`config.mk`:
```
export PLATFORM = sky130hd
export DESIGN_NAME = pc_fetch_unit
export DESIGN_NICKNAME = d
export VERILOG_FILES = /design/src/rtl/cpu_pkg.sv /design/src/rtl/pc_target_calc.sv /design/src/rtl/pc_fetch_unit.sv
export SDC_FILE = /design/constraint.sdc
export NUM_CORES = 1
export LEC_CHECK = 0
export ABC_AREA = 1
export CAP_MARGIN = 30
export CELL_PAD_IN_SITES_DETAIL_PLACEMENT = 0
export CELL_PAD_IN_SITES_GLOBAL_PLACEMENT = 2
export CORE_UTILIZATION = 22
export CTS_CLUSTER_SIZE = 40
export DETAILED_ROUTE_END_ITERATION = 8
export PLACE_DENSITY = 0.95
export SKIP_LAST_GASP = 1
export SLEW_MARGIN = 10
export SYNTH_ARGS = -nofsm -noshare
export SYNTH_HDL_FRONTEND = slang
export SYNTH_SLANG_ARGS = --single-unit
export TNS_END_PERCENT = 5
```
`constraint.sdc`:
```
create_clock -name clk -period 7.6 [get_ports clk]
set_clock_uncertainty 0.05 [all_clocks]
set_input_delay 1.52 -clock clk [delete_from_list [all_inputs] [get_ports clk]]
set_output_delay 1.52 -clock clk [all_outputs]
set_load 0.05 [all_outputs]
```
`src/rtl/cpu_pkg.sv`:
```
// cpu_pkg: shared fetch-unit state encodings and constants
package cpu_pkg;
   typedef enum logic [1:0] {S_RST = 2'd0, S_FETCH = 2'd1, S_HOLD = 2'd2} state_e;
   localparam int WORD_BYTES = 4;
   localparam logic [31:0] RESET_PC_DEFAULT = 32'h0000_0000;
endpackage

```
`src/rtl/pc_target_calc.sv`:
```
// pc_target_calc: sequential, branch and jump next-PC candidates
module pc_target_calc
   import cpu_pkg::*;
(
   input  logic [31:0] pc_i,
   input  logic [25:0] instr_i,
   output logic [31:0] pc_plus4_o,
   output logic [31:0] branch_addr_o,
   output logic [31:0] jump_addr_o
);
   assign pc_plus4_o    = pc_i + 32'(WORD_BYTES);
   assign branch_addr_o = pc_plus4_o + {{14{instr_i[15]}}, instr_i[15:0], 2'b00};
   assign jump_addr_o   = {pc_plus4_o[31:28], instr_i, 2'b00};
endmodule

```
`src/rtl/pc_fetch_unit.sv`:
```
// pc_fetch_unit: program counter owner and fetch/hold/retire handshake
module pc_fetch_unit
   import cpu_pkg::*;
#(
   parameter logic [31:0] RESET_PC = RESET_PC_DEFAULT
) (
   input  logic        clk,
   input  logic        rst,
   output logic        imem_req_o,
   output logic [31:0] imem_addr_o,
   input  logic        imem_ack_i,
   input  logic [31:0] imem_rdata_i,
   output logic [31:0] instr_o,
   output logic        instr_valid_o,
   input  logic        instr_ready_i,
   input  logic [31:0] next_pc_i,
   output logic [31:0] pc_o,
   output logic [31:0] pc_plus4_o,
   output logic [31:0] branch_addr_o,
   output logic [31:0] jump_addr_o,
   output logic        misalign_err_o
);
   state_e      state_q, state_d;
   logic [31:0] pc_q, pc_d, instr_q, instr_d;
   logic        err_q, err_d, fetch_done, retire;
   always_comb begin
      fetch_done = state_q == S_FETCH && imem_ack_i;
      retire     = state_q == S_HOLD && instr_ready_i;
      state_d    = state_q == S_RST ? S_FETCH :
                   fetch_done ? S_HOLD :
                   retire ? S_FETCH : state_q;
      pc_d       = retire ? {next_pc_i[31:2], 2'b00} : pc_q;
      instr_d    = fetch_done ? imem_rdata_i : instr_q;
      err_d      = err_q | (retire && next_pc_i[1:0] != 2'b00);
   end
   always_ff @(posedge clk) begin
      if (rst) begin
         state_q <= S_RST;
         pc_q    <= RESET_PC;
         instr_q <= '0;
         err_q   <= 1'b0;
      end else begin
         state_q <= state_d;
         pc_q    <= pc_d;
         instr_q <= instr_d;
         err_q   <= err_d;
      end
   end
   assign imem_req_o     = state_q == S_FETCH;
   assign imem_addr_o    = pc_q;
   assign instr_valid_o  = state_q == S_HOLD;
   assign instr_o        = instr_q;
   assign pc_o           = pc_q;
   assign misalign_err_o = err_q;
   pc_target_calc u_targets (
      .pc_i          (pc_q),
      .instr_i       (instr_q[25:0]),
      .pc_plus4_o    (pc_plus4_o),
      .branch_addr_o (branch_addr_o),
      .jump_addr_o   (jump_addr_o)
   );
endmodule

```
**Word level (Yosys, flattened, before mapping)**

Index checks and enable logic that the tools add are counted.

- Bits in writable memories: 0
- Memories kept: 0
- Input bits: 68
- Bits in read-only memories: 0
- Register bits: 65
- Bits in latches: 0

- Bitwise gates (word level): 1
- Div/mod/pow operators: 0
- Multiplexer cells: 3
- Add/subtract/negate cells: 2
- Reductions and logical operators: 8
- Equality and inequality tests: 2
- $mul: 0
- Order comparisons: 0
- Shift operators: 0

Operators with widths:

| cell | number |
|---|---|
| $add A32 B3 Y32 const B | 1 |
| $add A32 B32 Y32 | 1 |
| $mux W2 | 2 |
| $reduce_bool A2 Y1 | 2 |
| $logic_and A1 B1 Y1 | 3 |
| $reduce_bool A3 Y1 | 1 |
| $eq A2 B1 Y1 const B | 1 |
| $eq A2 B2 Y1 const B | 1 |
| $logic_not A2 Y1 | 1 |
| $reduce_or A2 Y1 | 1 |
| $mux W1 | 1 |
| $or A1 B1 Y1 | 1 |

**Logic depth before layout (Yosys ltp)**

- Word-level depth: 5
- Gate-level depth with buffers: 20
- Depth with buffers taken out: 20

**Modules after synthesis**

A second synthesis with hierarchy kept.

- Cells, all modules: 875
- Area total of the unflattened synthesis: 5575.3 um^2

By module, submodules not included:

| module | area each (um^2) | times used | sequential area each (um^2) | cells each |
|---|---|---|---|---|
| pc_target_calc | 2940.3 | 1 | 0.0 | 544 |
| pc_fetch_unit | 2635.0 | 1 | 1301.2 | 331 |

**Worst setup path after synthesis**

OpenSTA, ideal clock, no wires.

- Path type: reg-to-output
- From: register pc_q[2] (netlist: imem_addr_o[2])
- To: output branch_addr_o[20]
- Path buffers: 0
- Slack: 1.835 ns
- Stages on the path, launching flop included: 15
- Data arrival time: 4.195 ns
- Cell sequence: dfxtp_1 > inv_1 > nor2_4 > nand2_1 > nor2_1 > xor2_1 > ha_1 > nand2_1 > inv_1 > nand2_1 > nand2_1 > nand3b_1 > nand2_1 > nand2_1 > xor2_1

- Cells in the longest elaborated chain, start to end: 2

Ends and longest elaborated chain:

| what | line | text |
|---|---|---|
| start, declared | pc_fetch_unit.sv:24 | `logic [31:0] pc_q, pc_d, instr_q, instr_d;` |
| start signal, assigned | pc_fetch_unit.sv:44 | `pc_q <= pc_d;` |
| $add A32 B3 Y32 | pc_target_calc.sv:11 | `assign pc_plus4_o = pc_i + 32'(WORD_BYTES);` |
| named net pc_plus4_o[2] | pc_fetch_unit.sv:18 | `output logic [31:0] pc_plus4_o,` |
| $add A32 B32 Y32 | pc_target_calc.sv:12 | `assign branch_addr_o = pc_plus4_o + {{14{instr_i[15]}}, instr_i[15:0], 2'b00};` |
| end, declared | pc_fetch_unit.sv:19 | `output logic [31:0] branch_addr_o,` |

The timed path passes the listed nets, and every way through them passes these cells.

**Worst setup path in the final report**

- From: register pc_q[3] (netlist: imem_addr_o[3])
- To: output branch_addr_o[31]

- Cells in the longest elaborated chain, start to end: 2

Ends and longest elaborated chain:

| what | line |
|---|---|
| $add A32 B3 Y32 | pc_target_calc.sv:11 |
| $add A32 B32 Y32 | pc_target_calc.sv:12 |

No other way between the ends.

==> impl_metrics.xml <==
<?xml version="1.0" encoding="UTF-8"?>
<metrics>
  <group name="run_status">
    <metric name="outcome" unit="">finished clean</metric>
  </group>
  <group name="critical_path">
    <metric name="worstSetupPathDepth" unit="">19</metric>
    <metric name="worstSetupPathType" unit="">register to primary output</metric>
    <metric name="timing.critical_path.required" unit="ns">6.03</metric>
    <metric name="worst_path_max_delay_cell" unit="">clkdlybuf4s50_1</metric>
    <metric name="worst_path_arrival_time" unit="ns">4.37</metric>
    <metric name="path_max_fanout" unit="">6</metric>
    <metric name="r2r-start" unit="">state_q[0]</metric>
    <metric name="cp_common_cell" unit="">nand2_1</metric>
    <metric name="cp_top_family" unit="">simple AND/OR/NAND/NOR gates</metric>
    <metric name="critPathMaxStageDelay" unit="ns">0.82</metric>
    <metric name="critical_path_buf_inv_count" unit="">4</metric>
    <metric name="worstSetupEndpointType" unit="">primary output</metric>
    <metric name="crit_chain" unit="">ha_1 -&gt; nand2_1 -&gt; nor2_1 -&gt; nand4_1 -&gt; nor2_1 -&gt; nand2_1 -&gt; xnor2_1 -&gt; ha_1 -&gt; inv_1 -&gt; nor3_1 -&gt; nand2_1 -&gt; inv_1 -&gt; nand2_1 -&gt; nand2_1 -&gt; inv_1 -&gt; nand2_1 -&gt; nand2_1 -&gt; nand2_1 -&gt; clkdlybuf4s50_1</metric>
    <metric name="setup.worst_path.start_class" unit="">register</metric>
    <metric name="register_to_register_setup_slack" unit="ns">6.17</metric>
    <metric name="crit-reg2reg-capture" unit="">instr_o[27]</metric>
    <metric name="worst_r2r_path_depth" unit="">7</metric>
  </group>
  <group name="power_and_ir_drop">
    <metric name="power.density_cell_area" unit="mW/mm2">157</metric>
    <metric name="power.share.sequential" unit="">0.291</metric>
    <metric name="power_leakage" unit="nW">3.66</metric>
    <metric name="power.share.switching" unit="">0.386</metric>
    <metric name="max-vdd-ir-drop" unit="V">0.0000969</metric>
    <metric name="internal-power" unit="mW">0.800</metric>
    <metric name="share_clk_of_total_power" unit="">0.357</metric>
    <metric name="switchingPower" unit="mW">0.503</metric>
    <metric name="total_power" unit="mW">1.30</metric>
    <metric name="power.share.combinational" unit="">0.352</metric>
  </group>
  <group name="yosys">
    <metric name="netlist-cell-type-count" unit="">37</metric>
    <metric name="synth_area_leaders" unit="">dfxtp_1 23%, nand2_1 19%, buf_4 9.4%, ha_1 7.4%, inv_1 7.0%</metric>
    <metric name="edff_count_synth" unit="">0</metric>
    <metric name="synth.ff_latch_count" unit="">65</metric>
    <metric name="dominantRegCellSynth" unit="">dfxtp_1</metric>
    <metric name="post_synth_instance_area" unit="mm2">0.00556</metric>
    <metric name="synth.most_common_cell" unit="">nand2_1</metric>
    <metric name="synth_area_per_cell" unit="um2">6.33</metric>
    <metric name="async_flop_share" unit="">0</metric>
    <metric name="yosys-top-cells-count" unit="">283 x nand2_1, 103 x inv_1, 72 x nor2_1</metric>
    <metric name="synth-seq-area-share" unit="">0.234</metric>
    <metric name="synthesis.yosys.warnings" unit="">0</metric>
    <metric name="netlist.area_leader.share" unit="">0.234</metric>
    <metric name="netlist_instances" unit="">879</metric>
    <metric name="cell_type_with_the_largest_total_area_after_synthesis" unit="">dfxtp_1</metric>
  </group>
  <group name="clock_network">
    <metric name="post_cts.resized_instances" unit="">0</metric>
    <metric name="cts_hold_buf" unit="">0</metric>
    <metric name="insertion_delay" unit="ns">0.34</metric>
    <metric name="cts_htree_levels" unit="">3</metric>
    <metric name="post-cts-setup-buffer-count" unit="">0</metric>
    <metric name="cts_made_buffers" unit="">9</metric>
    <metric name="clock_root_buffer_master" unit="">clkbuf_16</metric>
    <metric name="tritoncts" unit="">yes</metric>
    <metric name="clk_pin_slew" unit="ns">0.06</metric>
    <metric name="ctsLongestPathBuffers" unit="">2</metric>
    <metric name="clock_sinks" unit="">65</metric>
  </group>
  <group name="cells_and_area">
    <metric name="drive_above_1_share" unit="">0.0401</metric>
    <metric name="final_util" unit="">0.339</metric>
    <metric name="finish.cell_count_without_fillers" unit="">1396</metric>
    <metric name="fin_nets" unit="">1169</metric>
    <metric name="fin_area" unit="mm2">0.00831</metric>
    <metric name="num_antenna_cells" unit="">0</metric>
    <metric name="growth_of_design_area_from_synthesis_to_finish" unit="%">49.5</metric>
  </group>
  <group name="sta">
    <metric name="max_slew.worst_pin.slew" unit="ns">0.806</metric>
    <metric name="final.min_clock_period" unit="ns">5.94</metric>
    <metric name="timing_max_transition_violations_final" unit="">0</metric>
    <metric name="final-setup-viol-count" unit="">0</metric>
    <metric name="final_min_period_over_clock_period" unit="">0.781</metric>
    <metric name="final.setup.tns" unit="ns">0</metric>
    <metric name="slew-limit-headroom" unit="">0.462</metric>
    <metric name="timing_hold_violations_final" unit="">0</metric>
    <metric name="grt_setup_unrepaired" unit="">no</metric>
    <metric name="timing.final.ws_setup" unit="ns">1.66</metric>
    <metric name="maxClockFrequency" unit="GHz">0.168</metric>
    <metric name="fin_hold_ws" unit="ns">0.403</metric>
  </group>
  <group name="global_routing">
    <metric name="via_count_of_the_first_global_routing_pass" unit="">5758</metric>
    <metric name="grt_pass1_wl" unit="um">32200</metric>
    <metric name="number_of_antenna_violations_at_the_first_check_in_global_routing" unit="">0</metric>
    <metric name="globalRoute.totalOverflow" unit="">0</metric>
    <metric name="grt_start_max_net_pins" unit="">66</metric>
    <metric name="grt.total_usage" unit="">0.161</metric>
  </group>
  <group name="detailed_routing">
    <metric name="post_drt_wl_per_cell" unit="um">15.1</metric>
    <metric name="route.antenna.remaining_nets" unit="">0</metric>
    <metric name="postRouteWirelength" unit="um">21100</metric>
    <metric name="vias_per_cell" unit="">4.22</metric>
    <metric name="drt_pre_antenna_iters" unit="">4</metric>
    <metric name="post-route-drc-count" unit="">0</metric>
    <metric name="num_vias" unit="">5896</metric>
    <metric name="drtIter0Drc" unit="">231</metric>
  </group>
  <group name="place">
    <metric name="placement.cell_area" unit="mm2">0.00797</metric>
    <metric name="place_congestion" unit="">0.875</metric>
    <metric name="post-place-cells" unit="">1379</metric>
    <metric name="place_ws" unit="ns">1.99</metric>
    <metric name="place.detailed.hpwl" unit="um">17600</metric>
    <metric name="buffer_ports.inserted" unit="">252</metric>
  </group>
  <group name="floorplanning">
    <metric name="floorplan.die_area" unit="mm2">0.0259</metric>
    <metric name="core.rowCount" unit="">57</metric>
    <metric name="fp.coreArea" unit="mm2">0.0245</metric>
    <metric name="ioPinCount" unit="">263</metric>
    <metric name="die_w" unit="um">161</metric>
    <metric name="start_util" unit="">0.227</metric>
    <metric name="height_of_the_die" unit="um">161</metric>
  </group>
  <group name="worst_hold_path">
    <metric name="hold_start" unit="">misalign_err_o</metric>
    <metric name="min-delay-path-class" unit="">register to register</metric>
    <metric name="worstHoldEndpoint" unit="">misalign_err_o</metric>
    <metric name="holdPathStages" unit="">2</metric>
  </group>
  <group name="run">
    <metric name="maxCapViolations" unit="">0</metric>
  </group>
</metrics>
-- layer usage --
layer	track usage	wire, um
met2	0.287	10400
met4	0.0403	261
met3	0.0262	995
met1	0.200	9430
met5	0	0
-- kinds of logic after synthesis --
| group | synth area share |
|---|---|
| other | 0.000674 |
| adder cells (fa/ha/maj) | 0.0778 |
| AO/OA/AOI/OAI | 0.112 |
| XOR/XNOR | 0.0677 |
| buffers and inverters | 0.178 |
| AND/OR/NAND/NOR | 0.330 |
| flip-flops | 0.234 |
-- layout make-up --
| cell class | instances | area, um2 |
|---|---|---|
| Clock inverter | 7 | 101 |
| Timing Repair Buffer | 256 | 2580 |
| Tap cell | 324 | 405 |
| Multi-Input combinational cell | 630 | 3310 |
| Clock buffer | 9 | 225 |
| Fill cell | 2708 | 16200 |
| Inverter | 105 | 394 |
| Sequential cell | 65 | 1300 |
-- worst min-delay path: stages, from the launching register on --
cell,delay [ns]
dfxtp_1,0.31
inv_1,0.05
a21oi_1,0.05
-- worst max-delay path by stage --
stage,startpoint,endpoint
after detailed placement,imem_addr_o[3],branch_addr_o[31]
after global routing,imem_addr_o[3],branch_addr_o[31]
after floorplan,imem_addr_o[2],branch_addr_o[20]
after CTS,imem_addr_o[3],branch_addr_o[31]
after global placement,imem_addr_o[3],branch_addr_o[31]
final,imem_addr_o[3],branch_addr_o[31]
-- power groups by stage --
stage	clock (mW)	combinational, mW	sequential [mW]
after floorplan	0	0.260	0.432
after global placement	0	0.458	0.387
after detailed placement	0	0.460	0.387
after CTS	0.477	0.462	0.380
after global routing	0.490	0.482	0.382
final	0.465	0.458	0.379
-- cells in the final DEF (no fill, tap or decap), drive strengths merged --
cell,count
a211oi,22
a21o,1
a21oi,70
a311oi,1
and2,1
buf,5
bufinv,2
clkbuf,9
clkdlybuf4s50,251
clkinv,3
clkinvlp,1
conb,10
dfxtp,65
fa,1
ha,33
inv,106
nand2,290
nand2b,1
nand3,30
nand3b,3
nand4,9
nor2,80
nor3,19
nor4,1
o21a,2
o21ai,6
o21bai,6
or2,1
xnor2,5
xor2,38
-- sequential cells by signal, indices dropped and copies added, names as in the netlist --
signal / flops
misalign_err_o: 1
state_q: 2
instr_o: 32
imem_addr_o: 30
Power figures use the tool's default switching activity.
